**src/rtl/oq_sched_pkg.sv**
```systemverilog
// rtl/oq_sched_pkg.sv - shared types and helpers for the output-queue round-robin scheduler
package oq_sched_pkg;

    typedef enum logic {
        IDLE = 1'b0,
        XFER = 1'b1
    } state_t;

    function automatic int clog2(input int value);
        int r;
        r = 0;
        for (int v = value - 1; v > 0; v = v >> 1) begin
            r++;
        end
        return r;
    endfunction

    // FIFO word layout is {last, payload}
    function automatic int last_bit(input int data_width);
        return data_width;
    endfunction

    function automatic int payload_msb(input int data_width);
        return data_width - 1;
    endfunction

endpackage

```
**src/rtl/rr_priority_picker.sv**
```systemverilog
// rtl/rr_priority_picker.sv - rotate-and-priority-encode request picker starting after ptr
module rr_priority_picker
    import oq_sched_pkg::*;
#(
    parameter int NUM_QUEUES = 4,
    localparam int SRC_W = clog2(NUM_QUEUES)
) (
    input  logic [NUM_QUEUES-1:0] req,
    input  logic [SRC_W-1:0]      ptr,
    output logic                  found,
    output logic [SRC_W-1:0]      index
);

    logic [SRC_W-1:0] cand;

    // Walk offsets from farthest to nearest so the nearest requester after ptr wins.
    always_comb begin
        found = 1'b0;
        index = '0;
        cand  = '0;
        for (int i = NUM_QUEUES; i >= 1; i--) begin
            cand = SRC_W'((int'(ptr) + i) % NUM_QUEUES);
            if (req[cand]) begin
                found = 1'b1;
                index = cand;
            end
        end
    end

endmodule

```
**src/rtl/oq_fifo_rr_scheduler.sv**
```systemverilog
// rtl/oq_fifo_rr_scheduler.sv - packet-granular round-robin drain of fallthrough FIFOs into one registered output
module oq_fifo_rr_scheduler
    import oq_sched_pkg::*;
#(
    parameter int NUM_QUEUES = 4,
    parameter int DATA_WIDTH = 64,
    localparam int SRC_W = clog2(NUM_QUEUES)
) (
    input  logic                                clk,
    input  logic                                reset,
    input  logic [NUM_QUEUES*(DATA_WIDTH+1)-1:0] fifo_dout,
    input  logic [NUM_QUEUES-1:0]               fifo_empty,
    output logic [NUM_QUEUES-1:0]               fifo_rd_en,
    output logic [DATA_WIDTH-1:0]               out_data,
    output logic                                out_last,
    output logic [SRC_W-1:0]                    out_src,
    output logic                                out_valid,
    input  logic                                out_ready,
    output logic                                busy,
    output logic                                pkt_done
);

    localparam int WORD_W      = DATA_WIDTH + 1;
    localparam int LAST_BIT    = last_bit(DATA_WIDTH);
    localparam int PAYLOAD_MSB = payload_msb(DATA_WIDTH);

    state_t           state, state_nxt;
    logic [SRC_W-1:0] grant;
    logic [SRC_W-1:0] rr_ptr;
    logic             pick_found;
    logic [SRC_W-1:0] pick_index;
    logic [WORD_W-1:0] words [NUM_QUEUES];
    logic [WORD_W-1:0] sel_word;
    logic             load_ok;
    logic             pop;

    for (genvar g = 0; g < NUM_QUEUES; g++) begin : g_unpack
        assign words[g] = fifo_dout[g*WORD_W +: WORD_W];
    end

    rr_priority_picker #(
        .NUM_QUEUES(NUM_QUEUES)
    ) u_picker (
        .req  (~fifo_empty),
        .ptr  (rr_ptr),
        .found(pick_found),
        .index(pick_index)
    );

    // The output register can take a new word in the same cycle the held one drains.
    assign load_ok  = !out_valid || out_ready;
    assign sel_word = words[grant];
    assign pop      = (state == XFER) && !fifo_empty[grant] && load_ok;
    assign busy     = (state == XFER);
    assign pkt_done = pop && sel_word[LAST_BIT];

    always_comb begin
        fifo_rd_en = '0;
        if (pop) begin
            fifo_rd_en[grant] = 1'b1;
        end
    end

    always_comb begin
        state_nxt = state;
        case (state)
            IDLE:    if (pick_found) state_nxt = XFER;
            XFER:    if (pkt_done)   state_nxt = IDLE;
            default: state_nxt = IDLE;
        endcase
    end

    always_ff @(posedge clk or posedge reset) begin
        if (reset) begin
            state <= IDLE;
        end else begin
            state <= state_nxt;
        end
    end

    // rr_ptr starts at the last queue so queue 0 is first in line after reset.
    always_ff @(posedge clk or posedge reset) begin
        if (reset) begin
            grant     <= '0;
            rr_ptr    <= SRC_W'(NUM_QUEUES - 1);
            out_data  <= '0;
            out_last  <= 1'b0;
            out_src   <= '0;
            out_valid <= 1'b0;
        end else begin
            if (state == IDLE && pick_found) begin
                grant <= pick_index;
            end
            if (pkt_done) begin
                rr_ptr <= grant;
            end
            if (pop) begin
                out_data  <= sel_word[PAYLOAD_MSB:0];
                out_last  <= sel_word[LAST_BIT];
                out_src   <= grant;
                out_valid <= 1'b1;
            end else if (out_ready) begin
                out_valid <= 1'b0;
            end
        end
    end

endmodule

```
**config.mk**
```make
export PLATFORM = sky130hd
export DESIGN_NAME = oq_fifo_rr_scheduler
export DESIGN_NICKNAME = d
export VERILOG_FILES = /design/src/rtl/oq_sched_pkg.sv /design/src/rtl/rr_priority_picker.sv /design/src/rtl/oq_fifo_rr_scheduler.sv
export SDC_FILE = /design/constraint.sdc
export NUM_CORES = 1
export LEC_CHECK = 0
export ABC_CLOCK_PERIOD_IN_PS = 2100
export BUFFER_PORTS_ARGS = -buffer_cell sky130_fd_sc_hd__clkbuf_2
export CORE_AREA = 2 2 133 135
export CTS_BUF_LIST = sky130_fd_sc_hd__clkbuf_4
export CTS_CLUSTER_DIAMETER = 200
export DETAILED_ROUTE_END_ITERATION = 8
export DIE_AREA = 0 0 135 137
export GPL_TIMING_DRIVEN = 0
export PLACE_DENSITY = 0.57
export SETUP_SLACK_MARGIN = 0.1
export SYNTH_ARGS = -nofsm -noshare
export SYNTH_HDL_FRONTEND = slang
export SYNTH_SLANG_ARGS = --single-unit
```
**constraint.sdc**
```tcl
create_clock -name clk -period 2.1 [get_ports clk]
set_clock_uncertainty 0.15 [all_clocks]
set_input_delay 0.315 -clock clk [delete_from_list [all_inputs] [get_ports clk]]
set_output_delay 0.315 -clock clk [all_outputs]
set_load 0.01 [all_outputs]
```
Yosys cells after proc, flatten, opt, wreduce, memory -nomap -nowiden
Cells that the tools add are included.
{"block": "classes", "n_reduce_logical": 9, "addsub": 4, "muxes": 29, "order_cmp": 7, "bitwise_logic": 3}
{"op": "$bmux W65 S2", "n": 1}
{"op": "$mux W65", "n": 2}
{"op": "$lt A2 B3 Y1 const B", "n": 5}
{"op": "$mux W1", "n": 14}
{"op": "$bmux W1 S2", "n": 5}
{"op": "$mux W2", "n": 4}
{"op": "$logic_and A1 B1 Y1", "n": 5}
{"op": "$add A2 B1 Y2 const B", "n": 2}
{"op": "$add A2 B2 Y2 const B", "n": 2}
{"op": "$mux W4", "n": 1}
{"op": "$not A4 Y4", "n": 1}
{"op": "$ge A3 B3 Y1 const B", "n": 1}
{"op": "$not A2 Y3", "n": 1}
{"op": "$demux W1 S2", "n": 1}
{"op": "$ge A2 B1 Y1 const B", "n": 1}
{"op": "$logic_not A1 Y1", "n": 2}
{"op": "$pmux W1 S2", "n": 1}
{"op": "$reduce_bool A2 Y1", "n": 1}
{"op": "$logic_or A1 B1 Y1", "n": 1}
{"op": "$not A1 Y1", "n": 1}
{"block": "totals", "regBits": 73, "elab_cells": 59, "in_bits": 267}

Longest topological paths before layout
{"block": "logic_depth", "ltp_word": 9, "ltp_mapped": 6}

By module
From an unflattened synthesis, not the netlist that was laid out.
{"block": "unflattened", "hier_cells": 272, "hier_area_um2": 4469.3}
{"module": "oq_fifo_rr_scheduler", "cells_each": 258, "n_inst": 1, "seq_area_each_um2": 1829.3, "area_each_um2": 4377.9}
{"module": "rr_priority_picker", "cells_each": 14, "n_inst": 1, "seq_area_each_um2": 0.0, "area_each_um2": 91.3}

Worst setup path after synthesis
Ideal clock, no wire load.
{"block": "synth_timing", "path_type": "register to register", "start": "register grant[0]", "end": "register out_data[55]", "stages_incl_launch_ff": 7, "setup_slack_ns": -0.055, "synth_period_minus_slack_ns": 2.155, "n_path_buf": 3, "required_ns": 1.825, "setup_ns": 0.125, "t_arrival_ns": 1.881, "path_cell_list": "dfrtp_1 -> buf_2 -> mux4_2 -> nor3b_2 -> buf_6 -> buf_6 -> mux2_2"}
{"block": "synth_via", "elab_chain_len": 5, "elab_cells_between_ends": 9, "classes_between": "5 x mux; 1 x bitwise; 3 x reduce/logical"}
{"item": "start: declaration", "line": "oq_fifo_rr_scheduler.sv:28", "rtl": "logic [SRC_W-1:0] grant;"}
{"item": "start signal: assignment", "line": "oq_fifo_rr_scheduler.sv:92", "rtl": "grant <= pick_index;"}
{"item": "$bmux W1 S2", "line": "oq_fifo_rr_scheduler.sv:53", "rtl": "assign pop = (state == XFER) && !fifo_empty[grant] && load_ok;"}
{"item": "$mux W1 (implied by the code)", "line": "oq_fifo_rr_scheduler.sv:53"}
{"item": "$logic_not A1 Y1", "line": "oq_fifo_rr_scheduler.sv:53"}
{"item": "$logic_and A1 B1 Y1 (2 in a row)", "line": "oq_fifo_rr_scheduler.sv:53"}
{"item": "end signal: assignment", "line": "oq_fifo_rr_scheduler.sv:98", "rtl": "out_data <= sel_word[PAYLOAD_MSB:0];"}
{"item": "end: declaration", "line": "oq_fifo_rr_scheduler.sv:14", "rtl": "output logic [DATA_WIDTH-1:0] out_data,"}
Parallel ways exist; a longest one is shown, timed or not. The select of a mux whose other input is x is not followed.
A chain may end at the register's enable or synchronous reset.

Worst setup path in the final report
{"block": "layout_timing", "start": "register grant[0]", "end": "register out_data[58]"}
The elaborated chain is that of the path after synthesis.

==> metrics <==
CTS clock-pin slew for the worst setup and hold paths=0.12 ns; average wire per cell in the routed design=19.3 µm; largest family of logic cells by synthesized area=multiplexers; Worst EP arrival=2.54 ns; clock period minus worst slack=2.38 ns; mean instance size in the synthesized netlist=16.7 µm²; drt pass-1 iters=4; post-synthesis sequential element count=73; y dimension of the die=137 µm; clock network latency to the later pin of the worst-skew pair=0.43 ns; worst voltage drop across the vdd grid=0.504 mV; global route total overflow=0; area of the core=17100 µm²; measured slew at the worst slew-check pin=0.830 ns; combined area of the multi-input logic cells=2600 µm²; count of distinct cell types in the synthesized netlist=33; final core occ=42.1%; Synth top area share=39.9%; Tot GR Track Use=17.6%; final number of hold-violating endpoints=0; Worst Hold Slack=0.103 ns; ranking of synthesized cells by area=dfrtp_1 (40%), mux4_2 (33%), mux2_1 (9.1%), mux2_2 (8.1%), buf_6 (1.3%); unrepaired setup endpoints after global routing=yes; kind of end point of the critical path=flop; slack of the worst reg-to-reg path=-0.28 ns; layout overhead on the synthesized area=61.1%; highest achievable clock rate=420 MHz; Compound-Gate Fraction of Synth Area=2.02%; class of the most critical hold timing path=in2reg; global-route wire length before repair=24400 µm; total of endpoints with negative setup slack in the final report=70; worst slew margin relative to its limit=44.5%; Synth Net Count=534; post-synthesis sequential area ratio=41.1%; Die Footprint=18500 µm²; critical path class=reg2reg; post-synthesis instance area=4450 µm²; post-synthesis cell count=267; number of synthesized flops with an enable pin=0; number of standard-cell rows in the floorplan=48; category of cells accounting for the largest share of critical-path delay=multiplexers; x dimension of the die=135 µm; final net count=908; post-synthesis share of cell area spent on and, or, nand and nor gates=2.50%; DRT iter0 DRCs=166; DPL Wire Length=13300 µm; Static Leakage=3.53 nW; via density per instance=4.79; wire length reported by the detailed router=16800 µm; predominant post-synthesis flop cell=dfrtp_1; share of the cycle needed by the critical path after routing=113%; number of nets still failing antenna checks after routing=0; routed length on met3=1200 µm; Metal-1 WL=6620 µm; GPL Wtd Cong=0.824; critical-path cell with the highest stage delay=mux4_2; initial antenna violation count=0; highest cell delay on the worst timing path=0.49 ns; Storage cell area=1830 µm²; synth cell count leaders=dfrtp_1 (71), mux4_2 (66), mux2_1 (36); PD cells=1400 nW/µm²; max-cap violation count=0; via count of the first global-routing pass=4420; number of buffers created by CTS=9; type of origin of the critical path=flop; FILL cells=1665; largest net degree at the start of global routing=39; TritonCTS clock tree=built; number of max-slew violations in the final report=0; mux cell area share after synthesis=51.0%; proportion of register bits with asynchronous set or reset after synthesis=100%; clock sink total=73; setup ws final=-0.279 ns; buffer depth of the longest clock path=2; failing checks=negative setup slack; clk root buf=clkbuf_4; biggest fanout along the worst timing path=7; initial core utilization=26.1%; cells along the critical path=buf_8, mux4_2, buf_4, nor3b_4, buf_6, buf_12, clkbuf_16, mux2_4; level count of the clock H-tree=3; I/O pin count=341; I/O Buffers=340; worst path required time=2.26 ns; number of remaining DRC errors=0; detailed-route via count=4170; xor-xnor portion of the synthesized cell area=0%; top-count cell post-synth=dfrtp_1; Diodes inserted=0; ratio of cells with drive above 1 in the final layout=81.0%; number of warnings printed during yosys synthesis=0; result of the run=complete, but fails checks; adder and majority gate portion of the synthesized area=0%; DR top layer=met4; met2 routed wirelength=8600 µm; Buf/Inv on CP=5; most area-hungry cell type in the Yosys netlist=dfrtp_1
==> stage by stage <==
step | instance area [µm²] | instances | setup slack, ns | total power, mW | TNS (ns)
5_1_grt | 7180 | 871 | -0.372 | 10.7 | -20.79
3_5_place_dp | 6500 | 833 | -0.775 | 7.93 | -32.57
6_report | 7180 | 871 | -0.279 | 10.0 | -14.32
4_1_cts | 6930 | 863 | -0.282 | 9.55 | -16.87
2_1_floorplan | 4500 | 267 | 0.0204 | 6.10 | 0
3_3_place_gp | 6480 | 832 | -0.766 | 7.78 | -30.07
==> per-layer routing <==
metal / track usage (%) / vias up
met5: 0 / -
met4: 6.13 / 0
met3: 4.63 / 31
met2: 30.4 / 211
met1: 21.3 / 2083
li1: - / 1845
==> worst min-delay path: stages <==
cell      delay, ns
clkbuf_2       0.16
o21ai_0        0.10
a31oi_1        0.08
==> registers in the layout (all words and copies together), names as in the netlist <==
name	count
busy	1
rr_ptr	2
out_data	64
out_last	1
out_src	2
grant	2
out_valid	1
==> where the power goes <==
part           internal [mW]  total [mW]  switching [mW]
Sequential              2.17        2.57           0.404
Combinational           3.66        6.32            2.66
Clock                  0.613        1.14           0.525
Total                   6.44        10.0            3.59
==> area by class of cell <==
class,instances,area share [%]
Buffer,23,3.54
Tap cell,225,3.92
Multi-Input combinational cell,165,36.3
Inverter,5,0.314
Timing Repair Buffer,364,27.9
Clock buffer,10,1.05
Sequential cell,73,25.5
Clock inverter,6,1.50
==> placed cells by master, fill, tap and decap left out, types with 2 or more instances in the layout <==
master     netlist  layout
and2_1           2       2
buf_12           0       7
buf_2            3       9
buf_4            0      13
buf_6            5       5
buf_8            0       3
bufinv_16        0       3
clkbuf_1         8       5
clkbuf_16        0       6
clkbuf_2         0     337
clkbuf_4         0      11
dfrtp_1         71      71
dfstp_2          2       2
inv_1            5       4
mux2_1          36      19
mux2_2          32      29
mux2_4           0      20
mux2i_1          2       2
mux4_2          66      66
nor2b_1          2       2
o21ai_0          3       2
==> timing repair <==
item	4_1_cts	5_1_grt
pin swaps	3	3
hold buffers	1	0
buffers inserted	13	4
setup endpoints to repair	74	71
cloned	0	5
endpoints found under the hold margin	35	0
gates resized for setup	37	30
==> cell families after synthesis <==
logic type / after synthesis
flops: 73
simple gates: 17
compound gates: 12
mux: 136
buf+inv: 29
==> final timing paths <==
path | startpoint | to | depth (start not counted)
worst max-delay path | grant[0] | out_data[58] | 8
worst min register to register | out_data[39] | out_data[39] | 1
max in group asynchronous | reset | rr_ptr[0] | 4
min in group asynchronous | reset | out_data[46] | 3
worst min-delay path | fifo_empty[0] | grant[0] | 3
worst max register to register | grant[0] | out_data[58] | 8
(Power assumes the default switching activity.)
